<file path="src/rtl/hazard_pkg.sv">
// Shared types and defaults for the decode/execute hazard controller.
package hazard_pkg;

   localparam int NREGS  = 8;
   localparam int REG_W  = 3;
   localparam int CNT_W  = 2;
   localparam int PERF_W = 16;

   localparam logic [3:0] HALT_OPC = 4'b0000;

   typedef enum logic [1:0] {
      RUN    = 2'd0,
      DRAIN  = 2'd1,
      HALTED = 2'd2
   } state_t;

endpackage

</file>
<file path="src/rtl/sb_entry.sv">
// One scoreboard slot: counts in-flight writes to a single architectural register.
module sb_entry
   import hazard_pkg::*;
#(
   parameter int W = CNT_W
) (
   input  logic clk,
   input  logic rst,
   input  logic inc,
   input  logic ret,
   output logic busy,
   output logic full,
   output logic underflow,
   output logic next_zero
);

   logic [W-1:0] count;
   logic [W-1:0] count_nxt;

   assign busy      = (count != '0);
   assign full      = (count == '1);
   assign underflow = ret & ~busy;

   // A retire only counts when something is outstanding; issue+retire cancel.
   always_comb begin
      count_nxt = count;
      if (inc & ~(ret & busy))
         count_nxt = count + 1'b1;
      else if (~inc & ret & busy)
         count_nxt = count - 1'b1;
   end

   assign next_zero = (count_nxt == '0);

   always_ff @(posedge clk) begin
      if (!rst)
         count <= '0;
      else
         count <= count_nxt;
   end

endmodule

</file>
<file path="src/rtl/hazard_ctrl.sv">
// Scoreboard issue controller: RAW/WAW stalls, branch kill, halt drain and stall perf counter.
module hazard_ctrl
   import hazard_pkg::*;
#(
   parameter int NREGS  = hazard_pkg::NREGS,
   parameter int REG_W  = hazard_pkg::REG_W,
   parameter int CNT_W  = hazard_pkg::CNT_W,
   parameter int PERF_W = hazard_pkg::PERF_W
) (
   input  logic              clk,
   input  logic              rst,
   input  logic              dec_valid,
   input  logic [REG_W-1:0]  dec_rq,
   input  logic [REG_W-1:0]  dec_rs,
   input  logic              dec_use_rq,
   input  logic              dec_use_rs,
   input  logic              dec_wr_en,
   input  logic [REG_W-1:0]  dec_wr_reg,
   input  logic              dec_halt,
   input  logic              ex_br_taken,
   input  logic              wb_en,
   input  logic [REG_W-1:0]  wb_reg,
   output logic              issue,
   output logic              stall,
   output logic              kill,
   output logic              halted,
   output logic [NREGS-1:0]  busy_mask,
   output logic [PERF_W-1:0] stall_cnt,
   output logic              sb_err,
   output state_t            dbg_state
);

   state_t           state;
   state_t           state_nxt;
   logic [NREGS-1:0] full_mask;
   logic [NREGS-1:0] uf_mask;
   logic [NREGS-1:0] zero_mask;
   logic             wr_req;
   logic             hz;
   logic             ov;
   logic             run;

   // Halt never writes a register, whatever the write-enable field says.
   assign wr_req = dec_wr_en & ~dec_halt;

   for (genvar i = 0; i < NREGS; i++) begin : g_sb
      sb_entry #(.W(CNT_W)) u_entry (
         .clk       (clk),
         .rst       (rst),
         .inc       (issue & wr_req & (dec_wr_reg == REG_W'(i))),
         .ret       (wb_en & (wb_reg == REG_W'(i))),
         .busy      (busy_mask[i]),
         .full      (full_mask[i]),
         .underflow (uf_mask[i]),
         .next_zero (zero_mask[i])
      );
   end

   // Hazards look only at registered counts: no writeback bypass.
   assign hz  = (dec_use_rq & busy_mask[dec_rq]) | (dec_use_rs & busy_mask[dec_rs]);
   assign ov  = wr_req & full_mask[dec_wr_reg];
   assign run = (state == RUN);

   assign issue = run & dec_valid & ~ex_br_taken & ~hz & ~ov;
   assign stall = ~run | (dec_valid & ~ex_br_taken & (hz | ov));
   assign kill  = dec_valid & ~issue;

   always_ff @(posedge clk) begin
      if (!rst)
         state <= RUN;
      else
         state <= state_nxt;
   end

   always_comb begin
      state_nxt = state;
      case (state)
         RUN:     if (issue & dec_halt) state_nxt = DRAIN;
         DRAIN:   if (&zero_mask)       state_nxt = HALTED;
         HALTED:  state_nxt = HALTED;
         default: state_nxt = RUN;
      endcase
   end

   always_comb begin
      halted    = (state == HALTED);
      dbg_state = state;
   end

   always_ff @(posedge clk) begin
      if (!rst) begin
         stall_cnt <= '0;
         sb_err    <= 1'b0;
      end else begin
         if (stall && (stall_cnt != '1))
            stall_cnt <= stall_cnt + 1'b1;
         if (|uf_mask)
            sb_err <= 1'b1;
      end
   end

endmodule

</file>
<file path="config.mk">
export PLATFORM = sky130hd
export DESIGN_NAME = hazard_ctrl
export DESIGN_NICKNAME = d
export VERILOG_FILES = /design/src/rtl/hazard_pkg.sv /design/src/rtl/sb_entry.sv /design/src/rtl/hazard_ctrl.sv
export SDC_FILE = /design/constraint.sdc
export NUM_CORES = 1
export LEC_CHECK = 0
export CORE_AREA = 3 3 75 77
export CTS_CLUSTER_DIAMETER = 30
export DETAILED_ROUTE_END_ITERATION = 8
export DIE_AREA = 0 0 78 80
export DONT_BUFFER_PORTS = 1
export PLACE_DENSITY = 0.91
export SYNTH_ARGS = -nofsm -noshare
export SYNTH_HDL_FRONTEND = slang
export SYNTH_SLANG_ARGS = --single-unit
</file>
<file path="constraint.sdc">
create_clock -name clk -period 9.3 [get_ports clk]
set_input_delay 1.86 -clock clk [delete_from_list [all_inputs] [get_ports clk]]
set_output_delay 1.86 -clock clk [all_outputs]
set_load 0.01 [all_outputs]
</file>
==> run_results.csv, run 1 <==
group,metric,value,unit
global_route,grt_use_met3,7.34,%
floorplanning,pin_count,52,
clocking,cts_buffers,5,
critical_path,cp-start-kind,"primary input",
synth,synth-edff-count,0,
layout,drive_gt1_share,13.1,%
global_route,grt_util_all_layers,26.6,%
clocking,clk_pin_slew_worst_paths,0.08,ns
floorplanning,start_util,64.2,%
job,maxCapViolCount,0,
synth,synth_top_area_share,21.5,%
critical_path,ff2ff_path_depth,11,
global_route,grt_overflow,0,
placement,gp_congestion,0.972,
synth,syn_inst,389,
critical_path,cp-end-kind,"output pin",
timing,rsz0062_at_grt,"no",
critical_path,startpoint,"dec_rq[2]",
timing,setup_viol,0,
synth,synth_ff_type,"dfxtp_1",
floorplanning,core-area,0.00507,sq mm
placement,pre_cts_ws,3.97,ns
synth,synth_top_cell_by_area,"dfxtp_1",
floorplanning,die_x,78,microns
timing,fmax,187,MHz
timing,hold_viol,0,
critical_path,arrival,3.50,ns
synth,yosys_warnings,0,
route,wl,7.72,mm
clocking,htreeDepth,2,
global_route,busiest_layer,"met2",
clocking,tritoncts,"yes",
synth,synthTopCellsByArea,"dfxtp_1 (22%), ha_1 (8.1%), xnor2_1 (5.4%), nor2_1 (4.7%), mux2i_1 (4.0%)",
clocking,hold_buffers,0,
critical_path,critical_path_class,"in2out",
synth,synth_area_per_cell,8.37,sq um
synth,yosys-top-cells-count,"nor2_1 (41), dfxtp_1 (35), inv_1 (33)",
timing,relSlewSlack,37.2,%
layout,ff_latch_area,701,sq um
clocking,cts_root_buf,"clkbuf_8",
clocking,clockBufferDepth,2,
clocking,ctsResizeCount,0,
placement,portBuffers,0,
synth,yosysMostFrequentCell,"nor2_1",
synth,ys_seq_area_share,21.5,%
placement,hpwl,5.88,mm
layout,multi_input_area,0.00222,sq mm
outcome,status,"complete, no violations",
timing,fin_crit,5.36,ns
power_and_ir_drop,powerDensity,138,mW/mm^2
critical_path,required,7.44,ns
critical_path,path_max_fanout,14,
critical_path,cpMaxStageDelayCell,"mux4_2",
route,dr.pass1.iters,5,
power_and_ir_drop,irDropWorstVdd,116,uV
critical_path,r2r_slack,5.79,ns
critical_path,critPathCapture,"kill",
timing,clock_skew,0.0102,ns
route,avgRoutedWirePerCell,17.4,microns
floorplanning,die-area,0.00624,sq mm
layout,area_growth,-0.115,%
critical_path,r2r_end,"dbg_state[1]$_SDFFE_PN0P_",
hold_path,hold_depth,2,
critical_path,r2r-start,"g_sb[7].u_entry.count[0]$_SDFF_PN0_",
placement,place_inst,435,
global_route,grt_util_met2,45.9,%
synth,synthArstFlopShare,0,%
synth,syn-cell-area,0.00326,sq mm
timing,worst_slew_pin_slew,0.928,ns
global_route,antenna_found_initial,0,
power_and_ir_drop,leakagePower,1.30,nW
synth,synth_cell_types,77,
timing,final-max-slew-violation-count,0,
route,drt-initial-drc-count,169,
timing,fin_ws,3.94,ns
timing,min_period_over_period,57.7,%
layout,layout.nets,414,
layout,antenna_cells,0,
route,vias,2776,
timing,tns,0,ns
synth,synth_nets,431,
route,antenna_left,0,
clocking,clkLatencyLatePin,0.30,ns
critical_path,slowest_delay,0.55,ns
layout,fill_cells,434,
synth,yosys_register_bits,35,
hold_path,hp-class,"reg2reg",
floorplanning,die_h,80,microns
floorplanning,rows,26,
route,drc,0,
layout,final_cells,443,
clocking,cts.sinks,35,
global_route,grtUsageMet1,31.2,%
clocking,post_cts_buffers,0,
route,routed_via_density,6.27,
global_route,grt_pass1_wl,13.1,mm
global_route,grt_pass1_vias,2732,
global_route,grt_start_max_net_pins,26,
critical_path,crit_chain,"mux2i_1 > mux4_2 > a22o_4 > nor3_1 > nor2b_1",
routing by layer:
layer,vias up,wire length [microns]
met5,-,0
met4,0,213
met3,27,604
met2,130,3690
met1,1296,3200
li1,1323,-
state kept, by name (all words and copies together), names as in the netlist:
register / flops
dbg_state: 2
g_sb.u_entry.count: 16
sb_err: 1
stall_cnt: 16
through the flow:
step	total power, mW	area, sq um	util, %	hold slack (ns)
after floorplan	0.289	3260	-	0.511
after global placement	0.299	3140	61.8	0.534
after detailed placement	0.305	3140	61.8	0.559
after CTS	0.448	3250	64.1	0.580
after global routing	0.473	3250	64.1	0.625
final	0.448	3250	64.1	0.572
cells by family (layout without fill, tap and decap cells):
kind of cell / count (synthesis) / count (layout) / synth area share [%]
xor gates and xnor gates: 30 / 30 / 8.07
AOI/OAI and AO/OA: 53 / 53 / 12.5
muxes: 22 / 22 / 8.68
DFF: 35 / 35 / 21.5
adders and majority gates: 28 / 28 / 10.5
buffers and inverters: 58 / 42 / 10.3
and+or+nand+nor: 163 / 163 / 28.5
final cells by class:
| cell class | instances | share of cell area [%] |
|---|---|---|
| Multi-Input combinational cell | 296 | 68.3 |
| Sequential cell | 35 | 21.5 |
| Inverter | 34 | 3.92 |
| Tap cell | 70 | 2.69 |
| Clock buffer | 5 | 2.12 |
| Clock inverter | 3 | 1.42 |
worst max-delay path, delay by kind of cell:
kind | cells | cell delay [ns]
simple gates | 2 | 0.62
mux | 2 | 0.64
compound gates | 1 | 0.37
cells in the final DEF (no fill, tap or decap), drive strengths merged, types with 5 or more instances in the layout:
| cell type | count |
|---|---|
| nor2 | 43 |
| xor2 | 10 |
| and3 | 6 |
| dfxtp | 35 |
| nand4 | 9 |
| nand3 | 15 |
| clkbuf | 5 |
| nor3 | 16 |
| nor4 | 11 |
| xnor2 | 20 |
| or3 | 5 |
| o22ai | 5 |
| a31oi | 5 |
| inv | 34 |
| ha | 21 |
| and2 | 11 |
| nand2 | 27 |
| o21ai | 8 |
| mux2i | 15 |
| maj3 | 7 |
| a21oi | 10 |
worst min path at each step:
stage | from | to
floorplan | sb_err$_SDFFE_PN0P_ | sb_err$_SDFFE_PN0P_
global placement | sb_err$_SDFFE_PN0P_ | sb_err$_SDFFE_PN0P_
CTS | sb_err$_SDFFE_PN0P_ | sb_err$_SDFFE_PN0P_
finish | sb_err$_SDFFE_PN0P_ | sb_err$_SDFFE_PN0P_
global route | sb_err$_SDFFE_PN0P_ | sb_err$_SDFFE_PN0P_
detailed placement | sb_err$_SDFFE_PN0P_ | sb_err$_SDFFE_PN0P_
power breakdown:
| group | internal, mW | switching [mW] | total (mW) |
|---|---|---|---|
| Clock | 0.0807 | 0.0628 | 0.144 |
| Sequential | 0.159 | 0.0136 | 0.173 |
| Combinational | 0.0538 | 0.0775 | 0.131 |
| Total | 0.294 | 0.154 | 0.448 |
Note: power is estimated with default switching activity, not from simulation.
==> inputs of run 2 (changes only) <==
- clock period: 9.3 -> 5.2 ns (I/O delays scaled with it)
==> run 2 against run 1 <==
Against the previous run:
- wire length rose by 3.2%
- clock-buffer cell count did not move
- combinational power rose by 78%
- via count rose by 0.11%
- clock power rose by 79%
- global-route usage fell by 0.35 points
- die area did not move
- flip-flop and latch count did not move
- first-iteration DRC count rose by 130%
- critical path depth rose by 2
==> run_results.csv, run 2 (same netlist as run 1, synthesis figures left out) <==
group,metric,value,unit
layout,ff_latch_area,701,sq um
critical_path,r2r_slack,1.81,ns
layout,antenna_cells,0,
clocking,htreeDepth,2,
hold_path,hold_depth,2,
critical_path,cp-start-kind,"flop",
layout,fill_cells,445,
global_route,grt_util_all_layers,26.3,%
placement,hpwl,6.06,mm
layout,final_cell_mix,"nor2_1 (41), dfxtp_1 (35), inv_1 (33)",
hold_path,hp-class,"reg2reg",
timing,setup_viol,0,
route,wl,7.96,mm
floorplanning,die_x,78,microns
floorplanning,rows,26,
clocking,hold_buffers,0,
layout,layout.nets,414,
timing,fin_crit,3.69,ns
power_and_ir_drop,switching_share,34.5,%
global_route,antenna_found_initial,0,
route,drt-initial-drc-count,394,
route,vias,2779,
route,avgRoutedWirePerCell,18.0,microns
critical_path,arrival,2.65,ns
critical_path,ff2ff_path_depth,11,
placement,gp_congestion,1.00,
global_route,grt_pass1_wl,13.1,mm
timing,tns,0,ns
power_and_ir_drop,leakagePower,1.30,nW
floorplanning,start_util,64.2,%
route,routed_via_density,6.27,
timing,hold_viol,0,
power_and_ir_drop,pwr-share-comb,29.1,%
clocking,cts_root_buf,"clkbuf_8",
global_route,grt_pass1_vias,2729,
clocking,cts_buffers,5,
power_and_ir_drop,pwr-share-clk,32.2,%
timing,rsz0062_at_grt,"no",
floorplanning,core-area,0.00507,sq mm
clocking,tritoncts,"yes",
timing,fmax,271,MHz
clocking,ctsResizeCount,0,
clocking,post_cts_buffers,0,
clocking,cts.sinks,35,
power_and_ir_drop,irDropWorstVdd,184,uV
timing,final-max-slew-violation-count,0,
critical_path,required,4.16,ns
route,antenna_left,0,
route,dr.pass1.iters,5,
placement,portBuffers,0,
clocking,clockBufferDepth,2,
floorplanning,die-area,0.00624,sq mm
floorplanning,pin_count,52,
layout,layout_commonest_cell,"nor2_1",
job,maxCapViolCount,0,
layout,area_growth,-0.115,%
critical_path,path_max_fanout,14,
power_and_ir_drop,p_sw,276,uW
floorplanning,die_h,80,microns
timing,clock_skew,0.0166,ns
outcome,status,"complete, no violations",
critical_path,critical_path_class,"reg2out",
route,drc,0,
clocking,clk_pin_slew_worst_paths,0.08,ns
clocking,clkLatencyLatePin,0.30,ns
power_and_ir_drop,power,801,uW
layout,drive_gt1_share,13.1,%
timing,relSlewSlack,35.2,%
global_route,grt_overflow,0,
timing,min_period_over_period,71.0,%
power_and_ir_drop,powerDensity,246,mW/mm^2
critical_path,cp-end-kind,"output pin",
power_and_ir_drop,pwr-share-seq,38.7,%
layout,multi_input_area,0.00222,sq mm
timing,worst_slew_pin_slew,0.958,ns
power_and_ir_drop,p_int,525,uW
global_route,grt_start_max_net_pins,26,
[run 2: cell counts in the layout (fill, tap and decap cells not counted)]
No cell type changed its count.
[run 2: final timing paths]
| kind | startpoint | to |
|---|---|---|
| min reg2reg | g_sb[3].u_entry.count[1]$_SDFF_PN0_ | g_sb[3].u_entry.count[1]$_SDFF_PN0_ |
| max reg2reg | g_sb[7].u_entry.count[0]$_SDFF_PN0_ | dbg_state[1]$_SDFFE_PN0P_ |
| min | g_sb[3].u_entry.count[1]$_SDFF_PN0_ | g_sb[3].u_entry.count[1]$_SDFF_PN0_ |
| max | g_sb[7].u_entry.count[0]$_SDFF_PN0_ | kill |
[run 2: routing by layer]
| metal | up-vias | GRT usage [%] | routed length (microns) |
|---|---|---|---|
| met2 | 140 | 46.0 | 3880 |
| met3 | 28 | 5.98 | 575 |
| met5 | - | 0 | 0 |
| met4 | 0 | 9.97 | 199 |
| li1 | 1319 | - | - |
| met1 | 1292 | 31.2 | 3300 |
[run 2: critical path, stage by stage, from the launching register on]
cell and delay [ns]:
dfxtp_1 0.34, inv_1 0.10, ha_1 0.30, mux2i_1 0.11
mux4_2 0.55, a22o_4 0.37, nor3_1 0.42, nor2b_1 0.16
[run 2: stage by stage]
stage | std cells | area, sq um | hold WS (ns) | util (%) | worst slack, ns
2_1_floorplan | 389 | 3260 | 0.511 | - | 1.45
3_3_place_gp | 435 | 3140 | 0.531 | 61.8 | 1.53
3_5_place_dp | 435 | 3140 | 0.561 | 61.8 | 1.49
4_1_cts | 443 | 3250 | 0.572 | 64.1 | 1.46
5_1_grt | 443 | 3250 | 0.637 | 64.1 | 1.37
6_report | 443 | 3250 | 0.570 | 64.1 | 1.51
[run 2: layout make-up]
cell class | instances | share of cell area [%]
inverter | 34 | 3.92
multi-input combinational | 296 | 68.3
clock inverter | 3 | 1.42
clock buffer | 5 | 2.12
sequential | 35 | 21.5
tap | 70 | 2.69
[run 2: power by group through the flow]
| stage | Combinational [mW] | Sequential (mW) | Clock, mW |
|---|---|---|---|
| 6_report | 0.233 | 0.310 | 0.258 |
| 5_1_grt | 0.261 | 0.313 | 0.274 |
| 2_1_floorplan | 0.207 | 0.310 | 0 |
| 4_1_cts | 0.231 | 0.310 | 0.260 |
| 3_5_place_dp | 0.230 | 0.316 | 0 |
| 3_3_place_gp | 0.220 | 0.315 | 0 |
==> inputs of run 3 (changes only) <==
- CORE_AREA: 3 3 75 77 -> 3 3 79 81
- DIE_AREA: 0 0 78 80 -> 0 0 82 84
- PLACE_DENSITY: 0.91 -> 0.86
- clock period: 5.2 -> 3.35 ns (I/O delays scaled with it)
==> run 3 against run 2 <==
Against the previous run:
- flip-flop and latch count unchanged
- global-route usage decreased by 1.8 points
- critical endpoint is now issue
- worst setup slack got worse by 1.4 ns
- final area increased by 6.2%
- combinational power increased by 66%
- non-clock buffer count increased by 21
- total power increased by 58%
- register-to-register slack got worse by 1.7 ns
- hold slack got worse by 0.081 ns
==> run_results.csv, run 3 (same netlist as run 1, synthesis figures left out) <==
group,metric,value,unit
outcome,status,"complete, no violations",
floorplanning,die_h,84,microns
critical_path,cpMaxStageDelayCell,"mux4_2",
layout,area_growth,6.07,%
critical_path,cp_top_family,"multiplexers",
timing,min_period_over_period,97.3,%
layout,final_cell_mix,"nor2_1 (41), dfxtp_1 (35), inv_1 (33)",
critical_path,cp-start-kind,"flop",
global_route,antenna_found_initial,0,
critical_path,arrival,2.59,ns
route,drc,0,
clocking,htreeDepth,2,
critical_path,crit_buf_inv,3,
power_and_ir_drop,power,1.27,mW
route,routed_via_density,6.15,
route,wl_met3,696,microns
route,antenna_left,0,
clocking,clkLatencyLatePin,0.30,ns
layout,antenna_cells,0,
timing,fin_crit,3.26,ns
floorplanning,die-area,0.00689,sq mm
floorplanning,core-area,0.00554,sq mm
route,vias,2866,
placement,gp_congestion,0.994,
global_route,grt_overflow,0,
timing,relSlewSlack,47.6,%
global_route,grt_pass1_vias,2891,
route,top_layer_used,"met4",
layout,layout.nets,435,
route,dr_wl_met2,4.10,mm
timing,final-max-slew-violation-count,0,
route,avgRoutedWirePerCell,17.9,microns
clocking,cts.sinks,35,
global_route,grt_start_max_net_pins,26,
timing,tns,0,ns
clocking,clk_pin_slew_worst_paths,0.08,ns
clocking,tritoncts,"yes",
critical_path,critical_path_class,"reg2out",
layout,post-route-util,62.3,%
placement,hpwl,6.27,mm
timing,hold_viol,0,
critical_path,slowest_delay,0.53,ns
route,wl,8.35,mm
route,dr.pass1.iters,5,
clocking,clockBufferDepth,2,
floorplanning,pin_count,52,
timing,fmax,307,MHz
floorplanning,start_util,58.8,%
power_and_ir_drop,irDropWorstVdd,215,uV
critical_path,required,2.68,ns
floorplanning,rows,27,
job,maxCapViolCount,0,
power_and_ir_drop,powerDensity,367,mW/mm^2
timing,worst_slew_pin_slew,0.781,ns
critical_path,path_max_fanout,7,
layout,layout_commonest_cell,"nor2_1",
power_and_ir_drop,leakagePower,1.41,nW
clocking,cts_buffers,5,
critical_path,cp-end-kind,"output pin",
layout,drive_gt1_share,19.8,%
placement,portBuffers,0,
critical_path,crit_chain,"inv_1 > ha_2 > mux2i_1 > mux4_2 > a22o_4 > buf_2 > nor3_1 > buf_4",
timing,clock_skew,0.0139,ns
global_route,grt_util_all_layers,24.5,%
route,drt-initial-drc-count,312,
route,wl_met1,3.38,mm
global_route,grt_pass1_wl,13.4,mm
clocking,hold_buffers,0,
floorplanning,die_x,82,microns
timing,setup_viol,0,
hold_path,hp-class,"in2reg",
critical_path,r2r_slack,0.12,ns
clocking,cts_root_buf,"clkbuf_8",
-- run 3: changes by cell type in the layout (fill, tap and decap cells not counted), moves of 2 or more --
cell   before  now
ha_1       21   14
ha_4        0    2
ha_2        0    5
buf_4       0   20
-- run 3: stage by stage --
stage | setup slack, ns | hold slack, ns | std cells | cell area [sq um]
4_1_cts | 0.0673 | 0.493 | 463 | 3390
3_5_place_dp | 0.0882 | 0.549 | 455 | 3270
3_3_place_gp | 0.201 | 0.539 | 455 | 3270
2_1_floorplan | 0.252 | 0.511 | 389 | 3260
6_report | 0.0895 | 0.489 | 466 | 3450
5_1_grt | -0.0197 | 0.486 | 466 | 3450
-- run 3: area by class of cell --
type / instances / area (sq um)
timing repair buffer: 21 / 155
fill: 475 / 2090
inverter: 34 / 128
tap: 72 / 90.1
clock inverter: 3 / 47.5
multi-input combinational: 296 / 2260
clock buffer: 5 / 68.8
sequential: 35 / 701
-- run 3: worst reg2reg max path, delay by kind of cell (launching register included) --
kind / cells / cell delay [ns]
AOI/OAI and AO/OA: 4 / 0.95
adders and majority gates: 1 / 0.25
buffers and inverters: 2 / 0.26
DFF: 1 / 0.35
muxes: 2 / 0.64
and+or+nand+nor: 3 / 0.65
-- run 3: path summary, 6_finish.rpt --
check / start / to / depth (start not counted)
worst max register to register: g_sb[6].u_entry.count[1]$_SDFF_PN0_ / dbg_state[0]$_SDFFE_PN0P_ / 12
worst min register to register: sb_err$_SDFFE_PN0P_ / sb_err$_SDFFE_PN0P_ / 2
worst max-delay path: g_sb[6].u_entry.count[1]$_SDFF_PN0_ / issue / 8
worst min-delay path: rst / g_sb[1].u_entry.count[1]$_SDFF_PN0_ / 1
-- run 3: per-layer routing --
layer | vias to the layer above | track usage, %
met1 | 1355 | 28.9
met4 | 0 | 8.01
met3 | 22 | 7.88
li1 | 1366 | -
met5 | - | 0
met2 | 123 | 41.1
-- run 3: report_power, final --
part | switching [mW] | internal [mW] | total [mW]
clock network | 0.180 | 0.226 | 0.405
logic | 0.216 | 0.171 | 0.387
registers | 0.0336 | 0.442 | 0.476
total | 0.429 | 0.839 | 1.27
-- run 3: timing repair --
action	in CTS	in global routing
resized for setup	0	10
setup endpoints to repair	0	3
setup buffers	0	3
